[src/rtl/stream_packet_tracker.sv]
`default_nettype none
// ============================================================================
// Module   : stream_packet_tracker
// Purpose  : Counts beats of a valid/ready/last stream and reports packet length,
//            overflow error and optional byte checksum (STREAM_PACKET_TRACKER_CHECKSUM_EN).
// Revision : 1.0
// ============================================================================
module stream_packet_tracker #(
  parameter int DATA_WIDTH = 8,
  parameter int MAX_BEATS  = 256,
  localparam int CW        = $clog2(MAX_BEATS + 1)
) (
  input  logic                  clock,
  input  logic                  clear,
  input  logic                  valid,
  input  logic                  last,
  input  logic [DATA_WIDTH-1:0] data,
  output logic                  ready,
  output logic                  signal,
  output logic                  result_valid,
  input  logic                  result_ready,
  output logic [CW-1:0]         result_length,
  output logic                  result_error,
  output logic [7:0]            result_checksum
);

  typedef enum logic [1:0] {
    S_IDLE = 2'd0,
    S_BUSY = 2'd1,
    S_HOLD = 2'd2
  } state_t;

  localparam logic [CW-1:0] C_MAX = CW'(MAX_BEATS);

  state_t         r_state;
  state_t         w_next;
  logic           w_accept;
  logic           w_release;
  logic [CW-1:0]  r_count;
  logic [CW-1:0]  w_count_next;
  logic           r_error;
  logic           w_error_next;
  logic           r_signal;
  logic [CW-1:0]  r_length;
  logic           r_res_error;

  assign ready        = (r_state != S_HOLD);
  assign result_valid = (r_state == S_HOLD);
  assign w_accept     = valid & ready;
  assign w_release    = (r_state == S_HOLD) & result_ready;

  // Count and error are zero while IDLE, so one datapath serves first and later beats.
  assign w_count_next = (r_count == C_MAX) ? r_count : r_count + CW'(1);
  assign w_error_next = r_error | (r_count == C_MAX);

  always_comb begin
    w_next = r_state;
    case (r_state)
      S_IDLE:  if (w_accept) w_next = last ? S_HOLD : S_BUSY;
      S_BUSY:  if (w_accept && last) w_next = S_HOLD;
      S_HOLD:  if (result_ready) w_next = S_IDLE;
      default: w_next = S_IDLE;
    endcase
  end

  always_ff @(posedge clock or posedge clear) begin
    if (clear) begin
      r_state     <= S_IDLE;
      r_count     <= '0;
      r_error     <= 1'b0;
      r_signal    <= 1'b0;
      r_length    <= '0;
      r_res_error <= 1'b0;
    end else begin
      r_state  <= w_next;
      r_signal <= w_accept & last;
      if (w_accept) begin
        if (last) begin
          r_count     <= '0;
          r_error     <= 1'b0;
          r_length    <= w_count_next;
          r_res_error <= w_error_next;
        end else begin
          r_count <= w_count_next;
          r_error <= w_error_next;
        end
      end else if (w_release) begin
        r_length    <= '0;
        r_res_error <= 1'b0;
      end
    end
  end

  assign signal        = r_signal;
  assign result_length = r_length;
  assign result_error  = r_res_error;

`ifdef STREAM_PACKET_TRACKER_CHECKSUM_EN
  logic [7:0] w_beat_sum;
  logic [7:0] r_sum;
  logic [7:0] r_checksum;

  always_comb begin
    w_beat_sum = 8'h00;
    for (int i = 0; i < DATA_WIDTH / 8; i++) begin
      w_beat_sum = w_beat_sum + data[i*8 +: 8];
    end
  end

  // Dropped overflow beats still contribute to the sum.
  always_ff @(posedge clock or posedge clear) begin
    if (clear) begin
      r_sum      <= 8'h00;
      r_checksum <= 8'h00;
    end else if (w_accept) begin
      if (last) begin
        r_sum      <= 8'h00;
        r_checksum <= r_sum + w_beat_sum;
      end else begin
        r_sum <= r_sum + w_beat_sum;
      end
    end else if (w_release) begin
      r_checksum <= 8'h00;
    end
  end

  assign result_checksum = r_checksum;
`else
  logic w_unused_data;
  assign w_unused_data   = ^data;
  assign result_checksum = 8'h00;
`endif

endmodule
`default_nettype wire

[config.mk]
export PLATFORM = sky130hd
export DESIGN_NAME = stream_packet_tracker
export DESIGN_NICKNAME = d
export VERILOG_FILES = /design/src/rtl/stream_packet_tracker.sv
export SDC_FILE = /design/constraint.sdc
export NUM_CORES = 1
export LEC_CHECK = 0
export CAP_MARGIN = 20
export CORE_ASPECT_RATIO = 0.5
export CORE_MARGIN = 2
export CORE_UTILIZATION = 43
export DETAILED_ROUTE_END_ITERATION = 8
export GPL_TIMING_DRIVEN = 0
export PLACE_DENSITY_LB_ADDON = 0.2
export SETUP_SLACK_MARGIN = 0.2
export SYNTH_ARGS = -nofsm -noshare
export SYNTH_HDL_FRONTEND = slang
export SYNTH_SLANG_ARGS = --single-unit
[constraint.sdc]
create_clock -name clock -period 1.6 [get_ports clock]
set_clock_uncertainty 0.05 [all_clocks]
set_input_delay 0.32 -clock clock [delete_from_list [all_inputs] [get_ports clock]]
set_output_delay 0.32 -clock clock [all_outputs]
set_load 0.01 [all_outputs]
==> reports/results.md <==
| Metric | Value | Unit |
|:---|:---|:---|
| Result of the run | finished, violations left | - |
| Failing checks | setup timing | - |
| Total of fill cells in the finished design | 215 | - |
| CTS tree | built | - |
| Synthesized flop and latch total | 23 | - |
| Max Freq | 580 | MHz |
| Layout cell share with drive strength beyond 1 | 37.0 | % |
| Path type of the worst min-delay path | primary input to flip-flop | - |
| Commonest register cell after synthesis | dfrtp_1 | - |
| Leakage power | 0.838 | nW |
| Area of the core region | 2670 | µm² |
| Final HPWL DP | 1720 | µm |
| Final weighted congestion of routability-driven global placement | 0.825 | - |
| Setup slack after placement | -0.292 | ns |
| Vias/cell | 5.25 | - |
| Yosys Warn Count | 0 | - |
| Number of enable flip-flop cells after synthesis | 0 | - |
| Area of all placed cells without fillers | 1750 | µm² |
| Share of the yosys chip area belonging to registers | 46.2 | % |
| Worst slew margin | 65.5 | % |
| Maximum number of pins on one net before global-route repair | 24 | - |
| DRC violations left | 0 | - |
| Clock sinks | 23 | - |
| Type of destination of the critical path | flip-flop | - |
| Later-pin clock latency in the skew report | 0.27 | ns |
| Post-cts hold buffer count | 0 | - |
| Fraction of the cycle the final worst path needs | 108 | % |
| Max-cap violation count | 0 | - |
| Fin nets | 181 | - |
| Critical Path RT | 1.71 | ns |
| Total power of the final layout | 0.00159 | W |
| Die Height | 42.1 | µm |
| Number of antenna repair diodes | 0 | - |
| Effective utilization at floorplan | 46.7 | % |
| CTS Root Cell | clkbuf_8 | - |
| Final critical-path setup slack | -0.124 | ns |
| Routed Wire Length | 2940 | µm |
| Peak ir drop on the vdd network | 0.391 | mV |
| Smallest hold slack | 0.310 | ns |
| Startpoint class of the critical path | flip-flop | - |
| CTS clk-pin slew, worst paths | 0.08 | ns |
| Power per standard cell area | 909 | nW/µm² |
| Antenna-violating nets left | 0 | - |
| Count of distinct cell types in the synthesized netlist | 34 | - |
| Iteration-0 DRC count of the detailed router | 46 | - |
| Critical path start-end classification | flip-flop to flip-flop | - |
| Area growth, synth to finish | 40.1 | % |
| Cell Rows | 13 | - |
| Synth Instances | 125 | - |
| Actual transition at the worst max-transition pin | 0.517 | ns |
| DP Area | 1480 | µm² |
| Post-synthesis average cell area | 9.97 | µm² |
| Max-slew violation count | 0 | - |
| RSZ-0062 raised after global routing | true | - |
| Min cycle time layout | 1.72 | ns |
| Endpoints failing setup | 6 | - |
| Critical path arrival | 1.84 | ns |
| Worst-case clock buffer depth | 2 | - |
| Vias in the first global route | 907 | - |
| Vias | 1061 | - |
| Overall die width | 80.1 | µm |
| Mean routed wirelength per cell | 14.6 | µm |
| Total I/O pin count | 34 | - |
| Pre-antenna DRT Iters | 4 | - |
| Critical path fanouts, max | 4 | - |
| Total congestion overflow | 0 | - |
| Aggregate global-route resource usage | 18.0 | % |
| CTS buffer count | 3 | - |
| H-tree Lvls | 1 | - |
| Number of cells in the design after placement | 184 | - |
| Wire length of the first global-routing pass | 4540 | µm |
| Initial antenna violation count | 0 | - |
| Cell area after technology mapping | 1250 | µm² |
| Count of non-filler cells in the finished layout | 202 | - |
| Quantity of I/O buffers inserted on ports | 15 | - |
| Area enclosed by the die boundary | 3370 | µm² |
| Final hold violation count | 0 | - |
| Share of synthesized flip-flops with an asynchronous set or reset | 100 | % |
## metrics by stage
stage	util, %	TNS (ns)
2_1_floorplan	-	-0.435
3_3_place_gp	55.3	-1.53
3_5_place_dp	55.3	-1.61
4_1_cts	62.9	-0.185
5_1_grt	65.4	-0.876
6_report	65.4	-0.463
## synthesized netlist by cell type (2+ instances only)
master / n / area (µm²)
xnor2_1: 3 / 26.3
a21oi_1: 2 / 10.0
clkbuf_1: 2 / 7.51
nand3_1: 10 / 50.1
inv_1: 7 / 26.3
o21ai_0: 12 / 60.1
nand2_1: 11 / 41.3
and3_1: 2 / 12.5
buf_4: 9 / 67.6
clkbuf_8: 2 / 27.5
nand2b_1: 3 / 18.8
o31ai_1: 8 / 60.1
a32oi_1: 3 / 26.3
dfrtp_1: 23 / 576
a22o_1: 2 / 17.5
buf_6: 2 / 22.5
a31oi_1: 4 / 25.0
nor2_1: 3 / 11.3
ha_1: 2 / 25.0
## flip-flops by register name (all words and copies together) (netlist names)
register,count
r_count,9
result_length,9
r_state,2
r_error,1
result_error,1
signal,1
## layer usage
| metal | part of all wire, % | GRT usage (%) |
|---|---|---|
| met5 | 0 | 0 |
| met2 | 45 | 27.2 |
| met4 | 1.4 | 5.76 |
| met3 | 5.6 | 5.60 |
| met1 | 48 | 24.6 |
## worst max-delay path: stages, from the launching register on
cell and delay (ns):
dfrtp_1 0.40, or4_4 0.57, nor4_4 0.24, buf_4 0.20
xnor2_2 0.11, o21ai_2 0.06
## worst paths after layout
path | start | to | slack (ns) | cells past startpoint
worst min register to register | result_length[0]$_DFFE_PP0P_ | result_length[0]$_DFFE_PP0P_ | 0.42 | 2
worst max-delay path | r_count[7]$_DFFE_PP0P_ | result_length[0]$_DFFE_PP0P_ | -0.12 | 5
worst max register to register | r_count[7]$_DFFE_PP0P_ | result_length[0]$_DFFE_PP0P_ | -0.12 | 5
min in group asynchronous | clear | r_error$_DFFE_PP0P_ | 0.39 | 2
worst min-delay path | valid | result_length[1]$_DFFE_PP0P_ | 0.31 | 3
max in group asynchronous | clear | r_count[6]$_DFFE_PP0P_ | 0.78 | 2
## cells in the final DEF, fill, tap and decap left out, types with 2 or more instances in the layout
cell,n
buf_4,20
nand3_1,6
nand3_4,3
inv_1,3
conb_1,8
buf_8,2
a32oi_1,3
nand2_1,10
dfrtp_1,19
dfrtp_2,4
a31oi_1,4
buf_6,7
xnor2_2,2
o31ai_1,8
nand2b_1,2
dlygate4sd2_1,12
o21ai_1,5
inv_2,3
a22o_1,2
a21oi_1,2
clkbuf_8,5
o21ai_0,7
nor2_1,3
## cell families (layout without fill, tap and decap cells)
logic type / after synthesis / after routing / share of synthesized area [%]
buf+inv: 23 / 56 / 12.8
simple gates: 35 / 35 / 15.6
other cells: 1 / 8 / 0.301
flops: 23 / 23 / 46.2
xor+xnor: 4 / 4 / 2.81
compound gates: 36 / 36 / 19.5
fa+ha+maj: 2 / 2 / 2.01
mux: 1 / 1 / 0.904
## power by group
part | leakage [nW] | switching (W) | internal [W]
registers | 0.304 | 0.0000726 | 0.000658
clock network | 0.0255 | 0.000192 | 0.000174
logic | 0.509 | 0.000252 | 0.000238
total | 0.838 | 0.000516 | 0.00107
## layout make-up
class                   instances  area [µm²]  area share [%]
well taps                      37        46.3            2.65
plain buffers                  16         155            8.89
clock buffers                   3        41.3            2.37
multi-input cells              86         633            36.3
inverters                       7        30.0            1.72
repair buffers                 29         254            14.6
flip-flops and latches         23         581            33.3
clock inverters                 1        5.00           0.287
## what timing repair did
action,CTS,global route
gates resized for setup,46,15
pin swaps,8,5
setup buffers,11,3
setup endpoints to repair,30,23
gates cloned,0,0
Note: power is estimated with default switching activity, not from simulation.
